==> src/rtl/led_pwm_driver.sv <==
// Memory-mapped LED controller: per-LED enable, global PWM brightness and per-LED blink.
// Define LED_BLINK_EN to build the blink engine; otherwise blink_phase is tied to 1.
module led_pwm_driver #(
    parameter int NUM_LEDS   = 16,
    parameter int PWM_BITS   = 8,
    parameter int BLINK_BITS = 24,
    parameter int BLINK_RST  = 12500000
) (
    input  logic                clk,
    input  logic                rst,
    input  logic [31:0]         writeData,
    input  logic                writeEnable,
    input  logic                readEnable,
    input  logic [29:0]         memAddress,
    output logic [31:0]         readData,
    output logic [NUM_LEDS-1:0] leds
);

    logic [2:0]            reg_sel;
    logic [NUM_LEDS-1:0]   led_on;
    logic [PWM_BITS-1:0]   duty;
    logic [PWM_BITS-1:0]   pwm_cnt;
    logic                  pwm_on;
    logic [NUM_LEDS-1:0]   blink_mask;
    logic [BLINK_BITS-1:0] blink_half;
    logic                  blink_phase;
    logic [31:0]           status;
    logic                  unused_bits;

    // Register decode happens upstream; only the low three word-address bits matter here.
    assign reg_sel     = memAddress[2:0];
    assign unused_bits = ^{memAddress[29:3], writeData};

    always_ff @(posedge clk) begin
        if (rst) begin
            led_on  <= '0;
            duty    <= '1;
            pwm_cnt <= '0;
        end else begin
            pwm_cnt <= pwm_cnt + PWM_BITS'(1);
            if (writeEnable && reg_sel == 3'd0) led_on <= writeData[NUM_LEDS-1:0];
            if (writeEnable && reg_sel == 3'd1) duty   <= writeData[PWM_BITS-1:0];
        end
    end

`ifdef LED_BLINK_EN
    logic [BLINK_BITS-1:0] blink_cnt;

    always_ff @(posedge clk) begin
        if (rst) begin
            blink_mask  <= '0;
            blink_half  <= BLINK_BITS'(BLINK_RST);
            blink_cnt   <= '0;
            blink_phase <= 1'b0;
        end else begin
            if (writeEnable && reg_sel == 3'd2) blink_mask <= writeData[NUM_LEDS-1:0];
            // Reprogramming the half-period restarts the blink from a known phase.
            if (writeEnable && reg_sel == 3'd3) begin
                blink_half  <= writeData[BLINK_BITS-1:0];
                blink_cnt   <= '0;
                blink_phase <= 1'b0;
            end else if (blink_cnt == blink_half) begin
                blink_cnt   <= '0;
                blink_phase <= ~blink_phase;
            end else begin
                blink_cnt <= blink_cnt + BLINK_BITS'(1);
            end
        end
    end
`else
    assign blink_mask  = '0;
    assign blink_half  = '0;
    assign blink_phase = 1'b1;
`endif

    // All-ones duty is fully on so that the reset brightness is truly 100%.
    assign pwm_on = (&duty) | (pwm_cnt < duty);

    always_ff @(posedge clk) begin
        if (rst) leds <= '0;
        else     leds <= led_on & {NUM_LEDS{pwm_on}} & (~blink_mask | {NUM_LEDS{blink_phase}});
    end

    assign status = 32'(pwm_cnt) | (32'(blink_phase) << 16);

    always_comb begin
        readData = 32'd0;
        if (readEnable) begin
            case (reg_sel)
                3'd0:    readData = 32'(led_on);
                3'd1:    readData = 32'(duty);
                3'd2:    readData = 32'(blink_mask);
                3'd3:    readData = 32'(blink_half);
                3'd4:    readData = status;
                default: readData = 32'd0;
            endcase
        end
    end

endmodule
==> config.mk <==
export PLATFORM = sky130hd
export DESIGN_NAME = led_pwm_driver
export DESIGN_NICKNAME = d
export VERILOG_FILES = /design/src/rtl/led_pwm_driver.sv
export SDC_FILE = /design/constraint.sdc
export NUM_CORES = 1
export LEC_CHECK = 0
export BUFFER_PORTS_ARGS = -buffer_cell sky130_fd_sc_hd__buf_2
export CAP_MARGIN = 10
export CORE_UTILIZATION = 38
export DETAILED_ROUTE_END_ITERATION = 16
export PLACE_DENSITY = 0.71
export SLEW_MARGIN = 10
export SYNTH_ARGS = -nofsm -noshare
export SYNTH_HDL_FRONTEND = slang
export SYNTH_SLANG_ARGS = --single-unit
==> constraint.sdc <==
create_clock -name clk -period 1.53 [get_ports clk]
set_input_delay 0.153 -clock clk [delete_from_list [all_inputs] [get_ports clk]]
set_output_delay 0.153 -clock clk [all_outputs]
set_load 0.01 [all_outputs]
==> key figures <==
Critical path
  • Reg2Reg Depth: 7
  • Worst Path Max Fanout: 5
  • Crit Reg-Reg Startpoint: duty[1]$_SDFFE_PP1P_
  • Worst Path Required: 1760 ps
  • Critical path arrival: 1890 ps
  • CP Class: register to register
  • Critical Path End Type: register
  • CP startpoint kind: register
  • Crit. Startpoint: duty[1]$_SDFFE_PP1P_

Finish
  • Layout cell share with drive strength beyond 1: 0.435
  • Non-filler cells, final: 417
  • Area grow syn2layout: 35.5%
  • Nets: 418
  • ANT cells: 0
  • Final core occ: 0.549

Pwr
  • NetSw: 610 uW
  • Peak VDD IR: 0.497 mV
  • Clock share of power: 0.360
  • Power density over the cells: 812 nW/um^2
  • Switching Share: 0.242
  • Int Power: 1.90 mW
  • Logic pwr share: 0.125
  • Register share of total power: 0.515
  • Leakage: 1.45 nW

Timing
  • Worst setup margin: -127 ps
  • Post-route minimum period: 1660 ps
  • Hold WS: 76.8 ps
  • Final Skew: 7.96 ps
  • Fin crit share: 1.08
  • RSZ-0062 raised after global routing: true
  • Fmax: 603 MHz
  • Hold Fails Final Rpt: 0
  • Final setup viols: 16
  • Final slew viol count: 0
  • Setup TNS: -1650 ps

Place
  • Dpl cells: 399
  • RePlAce Congestion: 0.839
  • Pre-CTS setup slack: -146 ps
  • Port bufs: 55
  • Detailed Place HPWL: 4.19 mm

Logic synthesis
  • Register area share after synthesis: 0.420
  • Post-synth ARST share: 0
  • Synth Register Bits: 48
  • Ys flop type: dfxtp_1
  • Synth Area per Inst: 8.96 sq um
  • Mapped Cells: 255
  • Yosys cell types: 33
  • EDFF count, synth: 0
  • Synthesized cell area: 2290 sq um
  • Warnings, synthesis: 0

Floorplan
  • Die H: 79.6 microns
  • Number of cell rows: 27
  • Die area: 6330 sq um
  • Core Box Area: 5640 sq um
  • Starting Density: 0.405
  • I/O pins: 114
  • Die X-Extent: 79.6 microns

Hold path
  • Worst hold path class: primary input to register
  • Number of stages on the worst hold path: 3
  • Beginning of the worst hold path: writeData[0]

Clock network
  • Maximum clock insertion buffer count: 2
  • CTS clk-pin slew, worst paths: 90 ps
  • CTS H-Tree Depth: 2
  • CTS Sinks: 48
  • Clk Latency, worst-skew pair: 310 ps
  • TritonCTS clock tree: done
  • CTS Hold Bufs: 0
  • Root Buffer: clkbuf_8
  • CTS buffer count: 5

Status
  • Outcome: complete, but fails checks
  • Failing checks: setup timing

Routing
  • WL final: 5.91 mm
  • Routed length per instance: 14.2 microns
  • Initial DRC count: 95
  • TritonRoute pass-1 iters: 4
  • Vias post-DR: 2014
  • Routed vias/inst: 4.83
  • Post-DRT Antenna Nets: 0
  • DRC viols: 0

GRT
  • Met2 Usage GRT: 0.320
  • Initial antenna violation count: 0
  • Largest net degree at the start of global routing: 25
  • Vias in the first global route: 1918
  • Total grt overflow: 0
  • Most used routing layer in global routing: met2
  • Met1 Use GR: 0.239
  • First-pass GRT wire length: 9.11 mm
  • GRT Resource Usage Total: 0.189
  • GRT met3 Usage: 0.0331

Flow run
  • Max-Cap Viols: 0
==> critical path, cell delays in order (launching register included) <==
cell and delay, ps:
dfxtp_2 350, inv_2 50, ha_4 230, a2111oi_4 370, o41ai_4 90, buf_6 150
buf_4 150, nor3b_1 180
==> registers in the layout, indices dropped and copies added (netlist names) <==
signal,count
duty,8
leds,16
pwm_cnt,8
led_on,16
==> final cells by class <==
| cell class | instances | area (sq um) |
|---|---|---|
| Fill cell | 489 | 2540 |
| Multi-Input combinational cell | 186 | 1260 |
| Sequential cell | 48 | 981 |
| Timing Repair Buffer | 95 | 628 |
| Tap cell | 72 | 90.1 |
| Clock buffer | 6 | 72.6 |
| Clock inverter | 2 | 35.0 |
| Inverter | 8 | 30.0 |
==> per-layer routing <==
| layer | wire length (microns) | vias up | part of all wire |
|---|---|---|---|
| li1 | - | 1002 | - |
| met4 | 102 | 0 | 0.017 |
| met2 | 2890 | 59 | 0.49 |
| met1 | 2640 | 943 | 0.45 |
| met3 | 267 | 10 | 0.045 |
| met5 | 0 | - | 0 |
==> synth_stat cells, types with 2 or more instances <==
| library cell | count | area share |
|---|---|---|
| dfxtp_1 | 48 | 0.42 |
| and3_1 | 3 | 0.0082 |
| o211ai_1 | 7 | 0.023 |
| ha_1 | 8 | 0.044 |
| and2_1 | 8 | 0.022 |
| nor2b_1 | 2 | 0.0055 |
| buf_2 | 4 | 0.0088 |
| nand3_1 | 4 | 0.0088 |
| nand2_1 | 43 | 0.071 |
| buf_4 | 16 | 0.053 |
| nor2_1 | 26 | 0.043 |
| nand3b_1 | 2 | 0.0066 |
| clkbuf_1 | 6 | 0.0099 |
| a21oi_1 | 25 | 0.055 |
| mux2i_1 | 9 | 0.039 |
| nand4_1 | 3 | 0.0082 |
| xnor2_1 | 2 | 0.0077 |
| inv_1 | 7 | 0.011 |
| nor3b_2 | 10 | 0.055 |
| xor2_1 | 4 | 0.015 |
| nor3b_1 | 6 | 0.020 |
==> placed cells by master, fill, tap and decap left out, types with 2 or more instances in the layout <==
| cell | count |
|---|---|
| buf_2 | 55 |
| nand2_1 | 43 |
| dfxtp_1 | 34 |
| buf_4 | 32 |
| nor2_1 | 25 |
| a21oi_1 | 25 |
| conb_1 | 15 |
| dfxtp_2 | 13 |
| nor3b_2 | 12 |
| inv_2 | 8 |
| and2_1 | 8 |
| mux2i_1 | 8 |
| o211ai_1 | 7 |
| buf_6 | 6 |
| ha_4 | 5 |
| clkbuf_8 | 5 |
| nor3b_1 | 4 |
| nand3_1 | 4 |
| xor2_1 | 4 |
| and3_1 | 3 |
| nand4_1 | 3 |
| ha_1 | 3 |
| nand3b_1 | 2 |
| xnor2_1 | 2 |
| nor2_2 | 2 |
==> per-stage QoR <==
step	cell area [sq um]	total power, mW
6_report	3100	2.51
5_1_grt	3100	2.61
4_1_cts	2940	2.50
3_5_place_dp	2810	1.61
3_3_place_gp	2810	1.60
2_1_floorplan	2370	1.51
==> power groups by stage <==
stage	Clock [mW]	Sequential (mW)	Combinational, mW
6_report	0.906	1.29	0.315
5_1_grt	0.972	1.30	0.344
2_1_floorplan	0	1.32	0.189
4_1_cts	0.915	1.29	0.296
3_5_place_dp	0	1.32	0.290
3_3_place_gp	0	1.32	0.283
==> cells by family after synthesis <==
group / after synthesis / synth area share
xor+xnor: 6 / 0.0230
mux: 9 / 0.0394
fa+ha+maj: 8 / 0.0438
compound gates: 37 / 0.112
buf+inv: 35 / 0.0892
simple gates: 111 / 0.270
other cells: 1 / 0.00164
flops: 48 / 0.420
==> worst paths after layout <==
| check | endpoint | slack [ps] |
|---|---|---|
| setup / recovery | leds[1]$_SDFF_PP0_ | -130 |
| hold / removal | duty[0]$_SDFFE_PP1P_ | 80 |
| setup reg to reg | leds[1]$_SDFF_PP0_ | -130 |
| hold reg to reg | led_on[13]$_SDFFE_PP0P_ | 460 |
==> timing repair <==
item                                    in CTS  in global routing
buffers inserted                             1                  8
resized for setup                            3                 26
pin swaps                                    1                 14
endpoints found under the setup margin      16                 24
gates cloned                                 0                  1
(Power assumes the default switching activity.)
